<file path="src/rtl/drp_adc_pkg.sv">
// Shared constants for the DRP ADC responder: register addresses, the DRP
// handshake state encoding, and the conversion sequence order.
package drp_adc_pkg;

    localparam logic [6:0] ADDR_AUX6  = 7'h16;
    localparam logic [6:0] ADDR_AUX7  = 7'h17;
    localparam logic [6:0] ADDR_AUX14 = 7'h1E;
    localparam logic [6:0] ADDR_AUX15 = 7'h1F;
    localparam logic [6:0] ADDR_CFG0  = 7'h40;
    localparam logic [6:0] ADDR_CFG1  = 7'h41;

    localparam int CFG1_PAUSE_BIT = 0;

    typedef enum logic [1:0] {
        ST_IDLE = 2'd0,
        ST_BUSY = 2'd1,
        ST_RESP = 2'd2
    } drp_state_e;

    // Map a sequence slot (0..3) to the sample register address it converts.
    function automatic logic [6:0] seq_addr(input logic [1:0] idx);
        logic [6:0] addr;
        case (idx)
            2'd0:    addr = ADDR_AUX6;
            2'd1:    addr = ADDR_AUX7;
            2'd2:    addr = ADDR_AUX14;
            2'd3:    addr = ADDR_AUX15;
            default: addr = ADDR_AUX6;
        endcase
        return addr;
    endfunction

endpackage

</file>
<file path="src/rtl/adc_conv_sequencer.sv">
// Free-running conversion sequencer: steps through the four aux channels,
// one slot of CONV_CYCLES clocks each, and pulses eoc at the end of a slot.
// load_en_o is combinational so the sample register loads on the same edge
// that raises eoc_o and updates channel_o.
module adc_conv_sequencer
    import drp_adc_pkg::*;
#(
    parameter int CONV_CYCLES = 26
) (
    input  logic       clk,
    input  logic       rst_n,
    input  logic       pause_i,
    output logic [3:0] load_en_o,
    output logic       eoc_o,
    output logic [6:0] channel_o
);

    localparam int TIMER_W = (CONV_CYCLES > 2) ? $clog2(CONV_CYCLES) : 1;
    localparam logic [TIMER_W-1:0] TIMER_LAST = TIMER_W'(CONV_CYCLES - 1);
    localparam logic [TIMER_W-1:0] TIMER_ONE  = TIMER_W'(1);
    localparam logic [TIMER_W-1:0] TIMER_ZERO = TIMER_W'(0);

    logic [TIMER_W-1:0] timer_q, timer_d;
    logic [1:0]         idx_q, idx_d;
    logic               eoc_q, eoc_d;
    logic [6:0]         chan_q, chan_d;

    // Next-state for timer/index and the end-of-slot load strobe.
    always_comb begin
        timer_d   = timer_q;
        idx_d     = idx_q;
        eoc_d     = 1'b0;
        chan_d    = chan_q;
        load_en_o = 4'b0000;
        if (pause_i) begin
            timer_d = timer_q;
        end else if (timer_q == TIMER_LAST) begin
            timer_d   = TIMER_ZERO;
            idx_d     = idx_q + 2'd1;
            eoc_d     = 1'b1;
            chan_d    = seq_addr(idx_q);
            load_en_o = 4'b0001 << idx_q;
        end else begin
            timer_d = timer_q + TIMER_ONE;
        end
    end

    // Sequencer state and registered eoc/channel outputs.
    always_ff @(posedge clk) begin
        if (!rst_n) begin
            timer_q <= TIMER_ZERO;
            idx_q   <= 2'd0;
            eoc_q   <= 1'b0;
            chan_q  <= 7'h00;
        end else begin
            timer_q <= timer_d;
            idx_q   <= idx_d;
            eoc_q   <= eoc_d;
            chan_q  <= chan_d;
        end
    end

    assign eoc_o     = eoc_q;
    assign channel_o = chan_q;

endmodule

</file>
<file path="src/rtl/drp_adc_responder.sv">
// XADC-style DRP slave for bring-up: a conversion sequencer fills four
// left-justified sample registers, and a small handshake FSM answers DRP
// reads/writes with a fixed den-to-drdy latency of READ_LATENCY clocks.
module drp_adc_responder
    import drp_adc_pkg::*;
#(
    parameter int CONV_CYCLES  = 26,
    parameter int READ_LATENCY = 4
) (
    input  logic        clk,
    input  logic        rst_n,
    input  logic        den_in,
    input  logic        dwe_in,
    input  logic [6:0]  daddr_in,
    input  logic [15:0] di_in,
    output logic [15:0] do_out,
    output logic        drdy_out,
    output logic        eoc_out,
    output logic [6:0]  channel_out,
    input  logic [11:0] ain0_in,
    input  logic [11:0] ain1_in,
    input  logic [11:0] ain2_in,
    input  logic [11:0] ain3_in,
    output logic        drp_err_out
);

    // Counter loads READ_LATENCY-2: one clock is spent in IDLE accepting,
    // one in RESP presenting drdy, the rest counting down in BUSY.
    localparam int LAT_W = (READ_LATENCY > 2) ? $clog2(READ_LATENCY) : 1;
    localparam logic [LAT_W-1:0] LAT_LOAD = LAT_W'(READ_LATENCY - 2);
    localparam logic [LAT_W-1:0] LAT_ZERO = LAT_W'(0);
    localparam logic [LAT_W-1:0] LAT_ONE  = LAT_W'(1);

    drp_state_e         state_q, state_d;
    logic [LAT_W-1:0]   lat_q, lat_d;
    logic [6:0]         addr_q, addr_d;
    logic               we_q, we_d;
    logic [15:0]        wdata_q, wdata_d;
    logic [15:0]        do_q, do_d;
    logic               drdy_q, drdy_d;
    logic               err_q, err_d;
    logic [15:0]        cfg0_q, cfg0_d;
    logic [15:0]        cfg1_q, cfg1_d;
    logic [3:0][11:0]   sample_q;
    logic [3:0][11:0]   ain_s;
    logic [3:0]         load_en_s;
    logic [15:0]        rd_data_s;
    logic               pause_s;

    assign ain_s   = {ain3_in, ain2_in, ain1_in, ain0_in};
    assign pause_s = cfg1_q[CFG1_PAUSE_BIT];

    adc_conv_sequencer #(
        .CONV_CYCLES (CONV_CYCLES)
    ) u_seq (
        .clk       (clk),
        .rst_n     (rst_n),
        .pause_i   (pause_s),
        .load_en_o (load_en_s),
        .eoc_o     (eoc_out),
        .channel_o (channel_out)
    );

    // Sample registers load on the sequencer's end-of-slot strobe.
    always_ff @(posedge clk) begin
        if (!rst_n) begin
            sample_q <= {4{12'h000}};
        end else begin
            for (int k = 0; k < 4; k++) begin
                if (load_en_s[k]) begin
                    sample_q[k] <= ain_s[k];
                end
            end
        end
    end

    // Read mux over the register map; unmapped addresses read zero.
    always_comb begin
        rd_data_s = 16'h0000;
        case (addr_q)
            ADDR_AUX6:  rd_data_s = {sample_q[0], 4'h0};
            ADDR_AUX7:  rd_data_s = {sample_q[1], 4'h0};
            ADDR_AUX14: rd_data_s = {sample_q[2], 4'h0};
            ADDR_AUX15: rd_data_s = {sample_q[3], 4'h0};
            ADDR_CFG0:  rd_data_s = cfg0_q;
            ADDR_CFG1:  rd_data_s = cfg1_q;
            default:    rd_data_s = 16'h0000;
        endcase
    end

    // DRP handshake next-state, response data, config writes and error flag.
    always_comb begin
        state_d = state_q;
        lat_d   = lat_q;
        addr_d  = addr_q;
        we_d    = we_q;
        wdata_d = wdata_q;
        do_d    = do_q;
        drdy_d  = 1'b0;
        err_d   = err_q;
        cfg0_d  = cfg0_q;
        cfg1_d  = cfg1_q;
        case (state_q)
            ST_IDLE: begin
                if (den_in) begin
                    addr_d  = daddr_in;
                    we_d    = dwe_in;
                    wdata_d = di_in;
                    lat_d   = LAT_LOAD;
                    state_d = ST_BUSY;
                end else begin
                    state_d = ST_IDLE;
                end
            end
            ST_BUSY: begin
                if (den_in) begin
                    err_d = 1'b1;
                end else begin
                    err_d = err_q;
                end
                if (lat_q == LAT_ZERO) begin
                    if (we_q) begin
                        do_d = 16'h0000;
                        case (addr_q)
                            ADDR_CFG0: cfg0_d = wdata_q;
                            ADDR_CFG1: cfg1_d = wdata_q;
                            default: begin
                                cfg0_d = cfg0_q;
                                cfg1_d = cfg1_q;
                            end
                        endcase
                    end else begin
                        // Uses current register values: a sample loaded on
                        // this same edge is not visible to this read.
                        do_d = rd_data_s;
                    end
                    drdy_d  = 1'b1;
                    state_d = ST_RESP;
                end else begin
                    lat_d = lat_q - LAT_ONE;
                end
            end
            ST_RESP: begin
                if (den_in) begin
                    err_d = 1'b1;
                end else begin
                    err_d = err_q;
                end
                state_d = ST_IDLE;
            end
            default: begin
                state_d = ST_IDLE;
            end
        endcase
    end

    // DRP state and registered outputs; reset abandons any open transaction.
    always_ff @(posedge clk) begin
        if (!rst_n) begin
            state_q <= ST_IDLE;
            lat_q   <= LAT_ZERO;
            addr_q  <= 7'h00;
            we_q    <= 1'b0;
            wdata_q <= 16'h0000;
            do_q    <= 16'h0000;
            drdy_q  <= 1'b0;
            err_q   <= 1'b0;
            cfg0_q  <= 16'h0000;
            cfg1_q  <= 16'h0000;
        end else begin
            state_q <= state_d;
            lat_q   <= lat_d;
            addr_q  <= addr_d;
            we_q    <= we_d;
            wdata_q <= wdata_d;
            do_q    <= do_d;
            drdy_q  <= drdy_d;
            err_q   <= err_d;
            cfg0_q  <= cfg0_d;
            cfg1_q  <= cfg1_d;
        end
    end

    assign do_out      = do_q;
    assign drdy_out    = drdy_q;
    assign drp_err_out = err_q;

endmodule

</file>
<file path="config.mk">
export PLATFORM = sky130hd
export DESIGN_NAME = drp_adc_responder
export DESIGN_NICKNAME = d
export VERILOG_FILES = /design/src/rtl/drp_adc_pkg.sv /design/src/rtl/adc_conv_sequencer.sv /design/src/rtl/drp_adc_responder.sv
export SDC_FILE = /design/constraint.sdc
export NUM_CORES = 1
export LEC_CHECK = 0
export ABC_AREA = 1
export CAP_MARGIN = 20
export CORE_ASPECT_RATIO = 0.5
export CORE_MARGIN = 3
export CORE_UTILIZATION = 40
export CTS_BUF_LIST = sky130_fd_sc_hd__clkbuf_2 sky130_fd_sc_hd__clkbuf_4 sky130_fd_sc_hd__clkbuf_8
export CTS_CLUSTER_DIAMETER = 60
export DETAILED_ROUTE_END_ITERATION = 16
export PLACE_DENSITY = 0.69
export SLEW_MARGIN = 15
export SYNTH_ARGS = -nofsm -noshare
export SYNTH_HDL_FRONTEND = slang
export SYNTH_SLANG_ARGS = --single-unit
</file>
<file path="constraint.sdc">
create_clock -name clk -period 3 [get_ports clk]
set_input_delay 0.75 -clock clk [delete_from_list [all_inputs] [get_ports clk]]
set_output_delay 0.75 -clock clk [all_outputs]
set_load 0.02 [all_outputs]
</file>
==> impl_metrics.toml, run 1 <==
[worst_setup_path]
crit_fanout = 4
crit_arrival_ns = 1.43
worstSetupEndpointType = "output port"
path_class = "flop to output port"
max_stage_delay_ns = 0.62
worstPathRequired_ns = 2.25
crit_cells = 1
r2r_cells = 7
worstPathCellList = "clkdlybuf4s50_1"
crit_family = "buffers and inverters"
critPathBufInv = 1
cpMaxStageDelayCell = "clkdlybuf4s50_1"
cp-start-kind = "flop"

[sta]
hold_violations = 0
fin_setup_tns_ns = 0
grt_setup_unrepaired = "false"
final_max_slew_viol_count = 0
fin_crit_sh_pct = 72.8
finClkSkew_ns = 0.0115
tightest_slew_ns = 0.918
setup_viol_count_final = 0
period_minus_slack_ns = 2.18
fin_hold_ws_ns = 0.449
relSlewSlack_pct = 38.6
max_freq_mhz = 458

[hold_path]
holdCritPathClass = "flop to flop"
hold_path_depth = 2

[pwr]
powerDensity_nw_per_um2 = 533
vdd_drop_max_mv = 0.316
p_leak_nw = 2.75

[layout]
syn2layout_area_growth_pct = 25.0
fillers = 1356
n_antenna_cell = 0
nets = 964
final_layout_size_suffix_gt1_share_pct = 6.39
register_area_um2 = 2740
multi_input_area_um2 = 2630

[yosys]
netlist_area_um2 = 5840
synth_area_leaders = "dfxtp_1 47%, nand3_1 10%, nand2_1 10%"
async_flop_share_pct = 0
synth_edf_count = 0
synth.distinct_cells = 26
yosysTopAreaCellShare_pct = 47.0
synthMostInstantiatedCell = "nand2_1"
ys_ff_latch = 137
seq_area_frac_synth_pct = 47.0
synthFlopType = "dfxtp_1"
syn_inst = 806
synth_commonest_cells = "162 x nand2_1, 137 x dfxtp_1, 122 x nand3_1"
synth_area_leader_cell = "dfxtp_1"
synth_warnings = 0
synth.avg_cell_area_um2 = 7.24

[placement]
dpl.hpwl_mm = 10.6
place.gp.congestion = 0.832
port_buffers = 98

[drt]
wire_per_inst_um = 14.1
first_iter_violations = 505
dr.pass1.iters = 4
vias = 5388
drc_errors = 0
wl_mm = 15.3
viasPerCell = 4.97
ant_nets = 0

[cts]
cts.hold.buffers_added = 0
cts_resized = 0
cts_tree = "built"
cts_num_sinks = 137
cts_root_buffer = "clkbuf_8"
post-cts-setup-buffer-count = 0
h-tree-depth = 4
clockBufferDepth = 2
clkTransAtPathRegs_ns = 0.08
cts_made_buffers = 17
clk_latency_ns = 0.44

[die]
chipWidth_um = 177
io_pins = 101
rows = 30
fp.dieArea_um2 = 16200
start_util_pct = 42.0
core_um2 = 13900
die_y_um = 91.4

[grt]
grt_pass1_wl_mm = 25.0
grt_use_total_pct = 19.1
antenna_found_initial = 0
grt_overflow = 0
grt_max_degree = 65
grt_pass1_vias = 5168

[status]
status = "finished clean"

[flow_run]
cap_violations = 0
## report_power, final
part | switching, W | leakage, nW | total (W) | internal, W
Combinational | 0.000202 | 1.43 | 0.000358 | 0.000156
Clock | 0.000756 | 0.209 | 0.00163 | 0.000874
Sequential | 0.0000356 | 1.11 | 0.00190 | 0.00186
Total | 0.000993 | 2.75 | 0.00389 | 0.00289
## final cells by class
| type | count | area share, % |
|---|---|---|
| Sequential cell | 137 | 37.6 |
| Multi-Input combinational cell | 565 | 36.0 |
| Inverter | 49 | 2.54 |
| Clock buffer | 19 | 3.58 |
| Tap cell | 192 | 3.29 |
| Timing Repair Buffer | 109 | 14.7 |
| Clock inverter | 13 | 2.28 |
## placed cells by master (no fill, tap or decap), types with 2 or more instances in the layout
master           instances
a211oi_1                 3
a21oi_1                 92
buf_4                   10
bufinv_16                3
clkbuf_8                19
clkdlybuf4s50_1         98
clkinv_1                 2
clkinv_2                 3
clkinv_4                 2
clkinvlp_4               3
conb_1                   2
dfxtp_1                137
ha_1                    10
inv_1                   40
inv_2                    6
inv_6                    3
nand2_1                162
nand3_1                122
nand4_1                  2
nor2_1                  96
nor2_2                   3
nor2_4                   2
o21ai_0                 49
o21ai_1                 16
xor2_1                   3
## worst min-delay path, stage by stage, from the launching register on
cell and delay [ns]:
dfxtp_1 0.32, inv_1 0.05, a21oi_1 0.05
## sequential cells by signal, indices dropped and copies added, names as in the netlist
signal and count:
u_seq.timer_q 5, sample_q 48, u_seq.eoc_o 1, u_seq.channel_o 3, drdy_out 1, state_q 2, drp_err_out 1, wdata_q 16
u_seq.idx_q 2, do_out 16, we_q 1, cfg0_q 16, addr_q 7, lat_q 2, cfg1_q 16
## cell families (layout without fill, tap and decap cells)
logic type | after synthesis | after routing | synth area share [%]
fa+ha+maj | 10 | 10 | 2.14
flops | 137 | 137 | 47.0
compound gates | 160 | 160 | 13.9
buf+inv | 105 | 190 | 8.08
other cells | 1 | 2 | 0.0643
xor+xnor | 3 | 3 | 0.450
simple gates | 390 | 390 | 28.4
## per-layer routing
layer	vias up	wire length (um)	GRT usage, %
met1	2451	7770	27.3
met4	0	233	6.07
met3	22	751	3.55
met5	-	0	0
met2	138	6570	29.1
li1	2777	-	-
## final timing paths
kind / start / slack (ns) / end
worst max-delay path: u_seq.channel_o[2]$_SDFFE_PN0P_ / 0.82 / channel_out[4]
worst min-delay path: cfg1_q[10]$_SDFFE_PN0P_ / 0.45 / cfg1_q[10]$_SDFFE_PN0P_
worst min register to register: cfg1_q[10]$_SDFFE_PN0P_ / 0.45 / cfg1_q[10]$_SDFFE_PN0P_
worst max register to register: u_seq.timer_q[0]$_SDFFE_PN0N_ / 0.99 / sample_q[11]$_SDFFE_PN0P_
## stage by stage
step / std cells / setup slack, ns / total power [W] / area (um^2) / util [%]
final: 1084 / 0.816 / 0.00389 / 7300 / 52.5
after global routing: 1084 / 0.744 / 0.00402 / 7300 / 52.5
after CTS: 1084 / 0.790 / 0.00390 / 7300 / 52.5
after detailed placement: 1052 / 0.771 / 0.00230 / 6870 / 49.5
after global placement: 1052 / 0.774 / 0.00229 / 6870 / 49.5
after floorplan: 807 / 1.38 / 0.00214 / 5840 / -
Power figures use the tool's default switching activity.
==> run 2, diff against run 1 <==
--- a/config.mk
+++ b/config.mk
@@ -13,7 +13,7 @@
 export CTS_BUF_LIST = sky130_fd_sc_hd__clkbuf_2 sky130_fd_sc_hd__clkbuf_4 sky130_fd_sc_hd__clkbuf_8
 export CTS_CLUSTER_DIAMETER = 60
 export DETAILED_ROUTE_END_ITERATION = 16
-export PLACE_DENSITY = 0.69
+export PLACE_DENSITY = 0.72
 export SLEW_MARGIN = 15
 export SYNTH_ARGS = -nofsm -noshare
 export SYNTH_HDL_FRONTEND = slang
==> constraint.sdc (replaced) <==
create_clock -name clk -period 1.79 [get_ports clk]
set_input_delay 0.4475 -clock clk [delete_from_list [all_inputs] [get_ports clk]]
set_output_delay 0.4475 -clock clk [all_outputs]
set_load 0.02 [all_outputs]
==> impl_metrics.toml, run 2 (same netlist as run 1, synthesis figures left out) <==
[grt]
grt_use_total_pct = 19.5
grt_max_degree = 69
antenna_found_initial = 0
grt_pass1_wl_mm = 25.2
grt_pass1_vias = 5243
grt_overflow = 0

[cts]
h-tree-depth = 4
cts_root_buffer = "clkbuf_8"
clockBufferDepth = 2
clkTransAtPathRegs_ns = 0.08
clk_latency_ns = 0.44
cts_tree = "built"
cts.hold.buffers_added = 0
cts_made_buffers = 17
cts_num_sinks = 137

[drt]
highest_layer = "met4"
wl_met2_mm = 7.06
wl_mm = 15.6
first_iter_violations = 375
drc_errors = 0
vias = 5514
ant_nets = 0
wl_met3_mm = 1.17
wire_per_inst_um = 14.1
met1_length_mm = 7.20
viasPerCell = 5.00
dr.pass1.iters = 5

[die]
fp.dieArea_um2 = 16200
start_util_pct = 42.0
core_um2 = 13900
rows = 30
die_y_um = 91.4
chipWidth_um = 177
io_pins = 101

[placement]
dpl.hpwl_mm = 11.0
place.gp.congestion = 0.820
placed_area_um2 = 7010
port_buffers = 98

[layout]
final_layout_size_suffix_gt1_share_pct = 8.79
design_area_um2 = 7460
layout_commonest_cell = "nand2_1"
final_cell_mix = "159 x nand2_1, 137 x dfxtp_1, 122 x nand3_1"
syn2layout_area_growth_pct = 27.8
fillers = 1349
largest_reg_flops = 48
fin_util_pct = 53.7
regMostFlops = "sample_q"
n_antenna_cell = 0
nets = 982

[status]
status = "finished clean"

[sta]
fin_crit_sh_pct = 94.3
hold_violations = 0
final_max_slew_viol_count = 0
period_minus_slack_ns = 1.69
setup_viol_count_final = 0
finClkSkew_ns = 0.00993
max_freq_mhz = 592
grt_setup_unrepaired = "true"
fin_setup_tns_ns = 0

[pwr]
p_leak_nw = 2.96
pwr-share-seq_pct = 48.8
vdd_drop_max_mv = 0.410
p_sw_w = 0.00165
combPwrFrac_pct = 9.8
powerDensity_nw_per_um2 = 875
finalPower_w = 0.00653
swShare_pct = 25.3
pwr-share-clk_pct = 41.4
internal-power_w = 0.00488

[worst_setup_path]
worstPathRequired_ns = 2.16
worstSetupEndpointType = "flop"
cp-start-kind = "flop"
crit_arrival_ns = 2.05
path_class = "flop to flop"
crit_fanout = 26

[hold_path]
holdCritPathClass = "flop to flop"

[flow_run]
cap_violations = 0
[run 2: layout make-up]
cell class              count  area (um^2)  area share, %
inverters                  49          186           2.50
multi-input cells         566         2660           35.6
well taps                 192          240           3.22
clock inverters            13          168           2.25
repair buffers            126         1200           16.1
clock buffers              19          262           3.51
flip-flops and latches    137         2740           36.8
[run 2: metal layers]
layer	track usage (%)	up-vias
met4	5.55	0
met5	0	-
met2	31.2	165
met3	4.39	12
met1	26.4	2517
li1	-	2820
[run 2: what timing repair did]
item                                    CTS  global route
pin swaps                                 0             2
hold endpoints to repair                  0             0
endpoints found under the setup margin   24            77
buffers inserted                          0             2
gates resized for setup                  24            11
cloned                                    0             1
[run 2: worst paths after layout]
path,slack (ns),cells after the start,end,startpoint
max,0.10,6,sample_q[13]$_SDFFE_PN0P_,u_seq.timer_q[0]$_SDFFE_PN0N_
min reg2reg,0.45,2,cfg1_q[10]$_SDFFE_PN0P_,cfg1_q[10]$_SDFFE_PN0P_
min,0.45,2,cfg1_q[10]$_SDFFE_PN0P_,cfg1_q[10]$_SDFFE_PN0P_
max reg2reg,0.10,6,sample_q[13]$_SDFFE_PN0P_,u_seq.timer_q[0]$_SDFFE_PN0N_
[run 2: power groups by stage]
stage	logic, W	clock network [W]	registers (W)
CTS	0.000635	0.00274	0.00318
floorplan	0.000348	0	0.00324
finish	0.000641	0.00270	0.00319
global route	0.000713	0.00288	0.00320
global placement	0.000622	0	0.00325
detailed placement	0.000635	0	0.00326
[run 2: worst max-delay path, stage by stage (launching register included)]
cell and delay, ns:
dfxtp_1 0.39, ha_1 0.18, nand4_1 0.20, nor2_4 0.29
buf_6 0.25, nand3_1 0.15, a21oi_1 0.15
[run 2: stage by stage]
step           hold WS [ns]  setup slack, ns  instances
6_report              0.447            0.101       1102
5_1_grt               0.475          -0.0478       1102
4_1_cts               0.449           0.0260       1099
3_5_place_dp          0.436           0.0440       1067
3_3_place_gp          0.433            0.112       1067
2_1_floorplan         0.424            0.305        807
